File: src/rtl/ifetch.sv
`default_nettype none
// ============================================================================
// Module      : ifetch
// Description : Instruction-fetch responder for the DLX core. Accepts a fetch
//               address from the PC stage, runs a req/ack read on the
//               instruction-memory bus and returns the instruction with a
//               one-cycle valid pulse. Misaligned and timed-out fetches are
//               reported as faults.
//
// Parameters  : TIMEOUT   cycles to wait for mem_ack before faulting
//                         (0 = never time out, range 0..65535)
//
// Build macro : IFETCH_HIT_BUF_EN  one-entry {valid, address, data} buffer
//                                  that serves repeat fetches of the last
//                                  fault-free bus completion without a bus
//                                  access. Undefined: every aligned fetch
//                                  goes to the bus and inv is ignored.
//
// Ports       : clk          clock, rising edge
//               reset_n      synchronous active-low reset
//               i_req        fetch request strobe (ignored while busy)
//               i_address    byte address of the instruction
//               inv          invalidate the hit buffer
//               instr        last fetched instruction (held)
//               instr_valid  one-cycle pulse when instr/fault update
//               fault        00 ok, 01 misaligned, 10 bus timeout (held)
//               busy         bus transaction outstanding
//               mem_req      bus read request
//               mem_addr     bus read address, stable while mem_req
//               mem_ack      bus acknowledge, mem_rdata valid same cycle
//               mem_rdata    bus read data
//
// Revision    : 1.0  initial release
// ============================================================================
module ifetch #(
    parameter int TIMEOUT = 255
) (
    input  logic        clk,
    input  logic        reset_n,
    input  logic        i_req,
    input  logic [31:0] i_address,
    input  logic        inv,
    output logic [31:0] instr,
    output logic        instr_valid,
    output logic [1:0]  fault,
    output logic        busy,
    output logic        mem_req,
    output logic [31:0] mem_addr,
    input  logic        mem_ack,
    input  logic [31:0] mem_rdata
);

    localparam logic [15:0] c_TIMEOUT   = 16'(TIMEOUT);

    localparam logic [0:0]  c_IDLE      = 1'b0;
    localparam logic [0:0]  c_WAIT      = 1'b1;

    localparam logic [1:0]  c_FAULT_OK  = 2'b00;
    localparam logic [1:0]  c_FAULT_MIS = 2'b01;
    localparam logic [1:0]  c_FAULT_TMO = 2'b10;

    // ------------------------------------------------------------------------
    // State and registered outputs
    // ------------------------------------------------------------------------
    logic [0:0]  r_state;
    logic [15:0] r_count;
    logic [31:0] r_instr;
    logic        r_instr_valid;
    logic [1:0]  r_fault;
    logic        r_mem_req;
    logic [31:0] r_mem_addr;

    logic [0:0]  w_state_nxt;
    logic [15:0] w_count_nxt;
    logic [31:0] w_instr_nxt;
    logic        w_instr_valid_nxt;
    logic [1:0]  w_fault_nxt;
    logic        w_mem_req_nxt;
    logic [31:0] w_mem_addr_nxt;

    logic        w_misaligned;
    logic        w_hit;
    logic [31:0] w_hit_data;
    logic        w_fill;

    assign w_misaligned = (i_address[1:0] != 2'b00);

    // ------------------------------------------------------------------------
    // Optional one-entry hit buffer
    // ------------------------------------------------------------------------
`ifdef IFETCH_HIT_BUF_EN
    logic        r_hb_valid;
    logic [31:0] r_hb_addr;
    logic [31:0] r_hb_data;

    // An invalidate in the same cycle as a lookup suppresses the hit so a
    // stale entry is never returned after software asked for a flush.
    assign w_hit      = r_hb_valid && !inv && (r_hb_addr == i_address);
    assign w_hit_data = r_hb_data;

    always_ff @(posedge clk) begin
        if (!reset_n) begin
            r_hb_valid <= 1'b0;
            r_hb_addr  <= 32'h0;
            r_hb_data  <= 32'h0;
        end else if (inv) begin
            // inv dominates a simultaneous fill: the entry stays invalid.
            r_hb_valid <= 1'b0;
        end else if (w_fill) begin
            r_hb_valid <= 1'b1;
            r_hb_addr  <= r_mem_addr;
            r_hb_data  <= mem_rdata;
        end
    end
`else
    logic w_unused_inv;
    logic w_unused_fill;

    assign w_hit         = 1'b0;
    assign w_hit_data    = 32'h0;
    assign w_unused_inv  = inv;
    assign w_unused_fill = w_fill;
`endif

    // ------------------------------------------------------------------------
    // Next-state and output logic
    // ------------------------------------------------------------------------
    always_comb begin
        w_state_nxt       = r_state;
        w_count_nxt       = r_count;
        w_instr_nxt       = r_instr;
        w_instr_valid_nxt = 1'b0;
        w_fault_nxt       = r_fault;
        w_mem_req_nxt     = r_mem_req;
        w_mem_addr_nxt    = r_mem_addr;
        w_fill            = 1'b0;

        case (r_state)
            c_IDLE: begin
                // mem_ack in IDLE is deliberately ignored.
                if (i_req) begin
                    if (w_misaligned) begin
                        w_instr_nxt       = 32'h0;
                        w_fault_nxt       = c_FAULT_MIS;
                        w_instr_valid_nxt = 1'b1;
                    end else if (w_hit) begin
                        w_instr_nxt       = w_hit_data;
                        w_fault_nxt       = c_FAULT_OK;
                        w_instr_valid_nxt = 1'b1;
                    end else begin
                        w_mem_req_nxt  = 1'b1;
                        w_mem_addr_nxt = i_address;
                        w_count_nxt    = 16'h0;
                        w_state_nxt    = c_WAIT;
                    end
                end
            end

            c_WAIT: begin
                // Ack is tested first so it wins over a coincident timeout.
                // i_req is dropped here, never queued.
                if (mem_ack) begin
                    w_instr_nxt       = mem_rdata;
                    w_fault_nxt       = c_FAULT_OK;
                    w_instr_valid_nxt = 1'b1;
                    w_mem_req_nxt     = 1'b0;
                    w_state_nxt       = c_IDLE;
                    w_fill            = 1'b1;
                end else if (c_TIMEOUT != 16'h0) begin
                    // The compare-before-increment keeps the counter from
                    // ever passing TIMEOUT, so it cannot wrap.
                    if (r_count == c_TIMEOUT) begin
                        w_instr_nxt       = 32'h0;
                        w_fault_nxt       = c_FAULT_TMO;
                        w_instr_valid_nxt = 1'b1;
                        w_mem_req_nxt     = 1'b0;
                        w_state_nxt       = c_IDLE;
                    end else begin
                        w_count_nxt = r_count + 16'h1;
                    end
                end
            end

            default: begin
                w_mem_req_nxt = 1'b0;
                w_state_nxt   = c_IDLE;
            end
        endcase
    end

    // ------------------------------------------------------------------------
    // State register
    // ------------------------------------------------------------------------
    always_ff @(posedge clk) begin
        if (!reset_n) begin
            r_state       <= c_IDLE;
            r_count       <= 16'h0;
            r_instr       <= 32'h0;
            r_instr_valid <= 1'b0;
            r_fault       <= c_FAULT_OK;
            r_mem_req     <= 1'b0;
            r_mem_addr    <= 32'h0;
        end else begin
            r_state       <= w_state_nxt;
            r_count       <= w_count_nxt;
            r_instr       <= w_instr_nxt;
            r_instr_valid <= w_instr_valid_nxt;
            r_fault       <= w_fault_nxt;
            r_mem_req     <= w_mem_req_nxt;
            r_mem_addr    <= w_mem_addr_nxt;
        end
    end

    assign instr       = r_instr;
    assign instr_valid = r_instr_valid;
    assign fault       = r_fault;
    assign busy        = (r_state == c_WAIT);
    assign mem_req     = r_mem_req;
    assign mem_addr    = r_mem_addr;

endmodule
`default_nettype wire

File: config.mk
export PLATFORM = sky130hd
export DESIGN_NAME = ifetch
export DESIGN_NICKNAME = d
export VERILOG_FILES = /design/src/rtl/ifetch.sv
export SDC_FILE = /design/constraint.sdc
export NUM_CORES = 1
export LEC_CHECK = 0
export ABC_CLOCK_PERIOD_IN_PS = 2240
export CELL_PAD_IN_SITES_DETAIL_PLACEMENT = 0
export CELL_PAD_IN_SITES_GLOBAL_PLACEMENT = 1
export CORE_ASPECT_RATIO = 1.1
export CORE_MARGIN = 5
export CORE_UTILIZATION = 30
export CTS_CLUSTER_DIAMETER = 120
export DETAILED_ROUTE_END_ITERATION = 10
export GPL_ROUTABILITY_DRIVEN = 1
export PLACE_DENSITY = 0.91
export SYNTH_ARGS = -nofsm -noshare
export SYNTH_HDL_FRONTEND = slang
export SYNTH_SLANG_ARGS = --single-unit
File: constraint.sdc
create_clock -name clk -period 2.24 [get_ports clk]
set_input_delay 0.672 -clock clk [delete_from_list [all_inputs] [get_ports clk]]
set_output_delay 0.672 -clock clk [all_outputs]
set_load 0.05 [all_outputs]
# Word level (Yosys, flattened, before mapping)
# Index checks and enable logic that the tools add are counted.
# Widths: inputs -> output; s select.
# op_classes
n_reduce_logical	5
add_sub_neg	1
n_mux	30
n_eq_ne	7
n_bitwise	2
# ops
op	count
$mux 32	4
$mux 16	4
$pmux 32 s2	1
$pmux 16 s2	1
$add 16x1->16 const B	1
$eq 16x8->1 const B	1
$mux 1	12
$ne 2x2->1 const B	5
$reduce_and 3->1	3
$mux 2	4
$pmux 1 s2	3
$pmux 2 s2	1
$reduce_and 4->1	1
$ne 3x2->1 const B	1
$not 1->1	2
$reduce_bool 2->1	1
# word_totals
in_bits	69
regBits	85
word_cells	52

# Depth between registers and ports, before layout
# logic_depth
depth_word	4
mapped_depth	6

# Worst setup path after synthesis
# OpenSTA, ideal clock, no wires.
# synth_timing
path_kind	register -> register
start	register r_state, in the netlist busy
end	register r_count[2]
setup_time_ns	0.117
synth_period_minus_slack_ns	1.882
path_buffers	2
path_stages_with_launch	7
setup_slack_ns	0.358
arrival_time_ns	1.765
cell_sequence	dfxtp_1 buf_6 or4b_4 buf_6 nand2_1 nand3_1 a32o_1
# synth_between
elab_chain_len	3
elab_cells_between_ends	7
# synth_lines
element	line	rtl
start, declared	65	logic [0:0] r_state;
start signal, assigned	196	r_state <= c_IDLE;
start signal, assigned	204	r_state <= w_state_nxt;
$not 1->1	n/a	
$ne 2x2->1 (no source line)	n/a	
$reduce_and 4->1 (no source line)	n/a	
end signal, assigned	205	r_count <= w_count_nxt;
end, declared	66	logic [15:0] r_count;
# Parallel ways exist; a longest one is shown, timed or not.
# A chain may end at the register's enable or synchronous reset.

# Worst setup path in the final report
# layout_timing
start	register r_mem_addr[0], in the netlist mem_addr[0]
end	output mem_addr[0]
# layout_rtl
element	line	rtl
start, declared	71	logic [31:0] r_mem_addr;
start signal, assigned	210	r_mem_addr <= w_mem_addr_nxt;
end, declared	48	output logic [31:0] mem_addr,
# No word-level cell between the ends.

==> results by group <==
Run status
  – Status: completed

Yosys
  – Synth Cell Area: 3320 um2
  – Post-synth EDFFs: 0
  – Synth Instances: 411
  – Ys async rst share: 0%
  – Synth Flop Type: dfxtp_1
  – Yosys reg bits: 85
  – Seq/Total Area, Yosys: 51.2%
  – Syn Nets: 481
  – Synth warn: 0
  – Synth cell types: 47
  – Syn_area_per_cell: 8.08 um2

Placement
  – DP Cell Count: 686
  – IO buf count: 136
  – Cell Area, Placed: 4910 um2
  – DPL Wire Length: 7.25 mm
  – Gpl congestion: 0.834

Timing
  – Tightest Pin Transition: 561 ps
  – Period utilisation layout: 97.2%
  – Clock Skews: 5.79 ps
  – Minimum clock period: 2180 ps
  – Max transition margin: 62.3%
  – RSZ-0062 raised after global routing: false
  – Fin Hold WS: 446 ps
  – Final setup viols: 0
  – Final hold violation count: 0
  – FMAX: 0.459 GHz
  – Fin. max-slew vios: 0

Power
  – Lkg Pwr: 1.82 nW
  – Clock share of power: 46.3%
  – Peak supply drop: 0.373 mV
  – Power share of the combinational group: 11.5%
  – P per Cell Area: 701 nW/um2
  – Pint: 2.86 mW
  – Net Sw Frac: 22.6%
  – Sw power: 0.837 mW
  – Seq pwr share: 42.2%

Min path
  – Hold Path Depth: 2
  – Worst hold endpoint: instr[7]
  – Min-delay worst type: flip-flop to flip-flop
  – Hold_sp: instr[7]

Global route
  – Largest net degree at the start of global routing: 36
  – GRT Total Usage: 15.0%
  – Vias in the first global route: 3185
  – First-pass GRT wire length: 15.9 mm
  – Antenna violations before repair: 0
  – Overflow after GRT: 0

Critical path
  – Critical path cell sequence: clkdlybuf4s50_1
  – Nature of the critical path startpoint: flip-flop
  – Critical R2R Launch: r_count[12]
  – Crit-path slowest cell: clkdlybuf4s50_1
  – Flop-to-flop setup slack: 220 ps
  – Max stage delay on crit path: 830 ps
  – CP top delay family: buffers and inverters
  – Worst path required time: 1570 ps
  – CP Max Fanout: 2
  – Arrival time worst endpoint: 1500 ps
  – Setup crit end kind: primary output
  – Worst Reg-to-Reg Cells: 5
  – Reg-to-Reg End: instr[6]
  – CP bufs+invs: 1
  – Critical path start-end classification: flip-flop to primary output

Floorplanning
  – Die Wd: 110 um
  – Die Y: 120 um
  – IO Count: 138
  – Initial Util: 30.6%
  – DIE AREA: 13300 um2
  – Site Rows: 40
  – Core region area: 10900 um2

Clocking
  – Num CTS Buffers: 9
  – Clk root buf: clkbuf_16
  – CTS tree: done
  – Clk pin slew, worst setup/hold paths: 60 ps
  – CTS H-tree lvls: 3
  – Skew-Pair Late Insertion Delay: 330 ps
  – CTS Buffer Depth: 2
  – TritonCTS Sinks: 85

Route
  – Via/cell ratio: 4.81
  – # DRC: 0
  – Remaining antenna violation count: 0
  – Vias: 3380
  – WL/cell: 14.2 um
  – Final WL: 9.97 mm
  – Drt pass-1 iters: 4
  – DR iter-0 viols: 262

Finish
  – # fillers: 1036
  – Fin cells: 702
  – Share of post-route cells with drive strength above 1: 8.29%
  – Most frequent cells in the layout: 139 x nand2_1, 132 x clkdlybuf4s50_1, 85 x dfxtp_1
  – Most common cell after layout, fill and taps aside: nand2_1
  – Final Net Count: 620
  – Design area: 5270 um2
  – Antenna Cells: 0
  – P&R area growth vs syn: 58.7%

Job
  – Max-cap viol count: 0
-- what timing repair did --
action,CTS,global route
hold buffers,0,0
gates resized for setup,0,1
setup buffers,0,0
endpoints found under the setup margin,0,13
-- how the worst max path moves through the flow --
stage                       from           to  slack (ps)  cells past startpoint
floorplan                   busy   r_count[2]         360                      6
global placement    i_address[0]   r_count[2]        -140                      5
detailed placement  i_address[0]   r_count[3]        -180                      6
CTS                  mem_addr[0]  mem_addr[0]          30                      1
global route         r_count[12]     instr[2]           4                      5
finish               mem_addr[0]  mem_addr[0]          60                      1
-- final cells by class --
cell class / count / area [um2] / share of cell area [%]
sequential: 85 / 1700 / 32.3
timing repair buffer: 155 / 1530 / 29.1
multi-input combinational: 295 / 1490 / 28.3
clock buffer: 10 / 239 / 4.53
tap: 147 / 184 / 3.49
clock inverter: 6 / 110 / 2.09
inverter: 4 / 15.0 / 0.285
-- cells in the mapped netlist, drive strengths merged (2+ instances only) --
cell     number  area (um2)
nor2          5        18.8
and2          3        18.8
nand4         6        37.5
o21ai        35         175
o22ai         2        12.5
buf           3        27.5
inv           4        15.0
a21o          3        22.5
nand2       139         522
or3           2        12.5
a211oi        3        27.5
nand3         7        35.0
nor2b         2        12.5
and3          4        25.0
or2           2        12.5
nor3          3        15.0
a2bb2oi       2        17.5
and4          2        17.5
o31ai         2        15.0
nor4          6        37.5
a41oi         3        26.3
o21a          3        22.5
o311ai        2        17.5
clkbuf       24        93.8
a21oi        38         194
dfxtp        85        1700
nor4b         2        32.5
a31oi         6        37.5
-- power by group through the flow --
stage / clock network (mW) / logic, mW / registers (mW)
5_1_grt: 1.83 / 0.452 / 1.56
3_3_place_gp: 0 / 0.421 / 1.59
2_1_floorplan: 0 / 0.0964 / 1.69
4_1_cts: 1.77 / 0.428 / 1.56
6_report: 1.71 / 0.424 / 1.56
3_5_place_dp: 0 / 0.425 / 1.59
-- per-layer routing --
metal	up-vias	wire length, um	track usage, %
met4	0	266	6.93
met1	1565	4180	18.6
met2	116	4760	23.8
met3	19	767	4.54
met5	-	0	0
li1	1680	-	-
-- kinds of logic after synthesis --
family          synth area share [%]
compound gates                  18.7
flops                           51.2
buf+inv                         4.11
fa+ha+maj                      0.377
simple gates                    25.3
mux                            0.301
-- sequential cells by signal (all words and copies together) (netlist names) --
register and cells:
r_count 16, mem_addr 32, instr_valid 1, busy 1
instr 32, fault 2, mem_req 1
-- worst min-delay path, stage by stage (launching register included) --
cell and delay (ps):
dfxtp_1 310, nand2_1 50, o21ai_1 50
-- through the flow --
stage / power (mW) / setup WS, ps / utilization, % / TNS (ps)
after global placement: 2.01 / -141 / 45.3 / -4030
final: 3.70 / 63.6 / 48.5 / 0
after detailed placement: 2.02 / -185 / 45.3 / -5690
after global routing: 3.85 / 3.75 / 48.5 / 0
after floorplan: 1.79 / 358 / - / 0
after CTS: 3.75 / 33.1 / 48.5 / 0
Power figures use the tool's default switching activity.
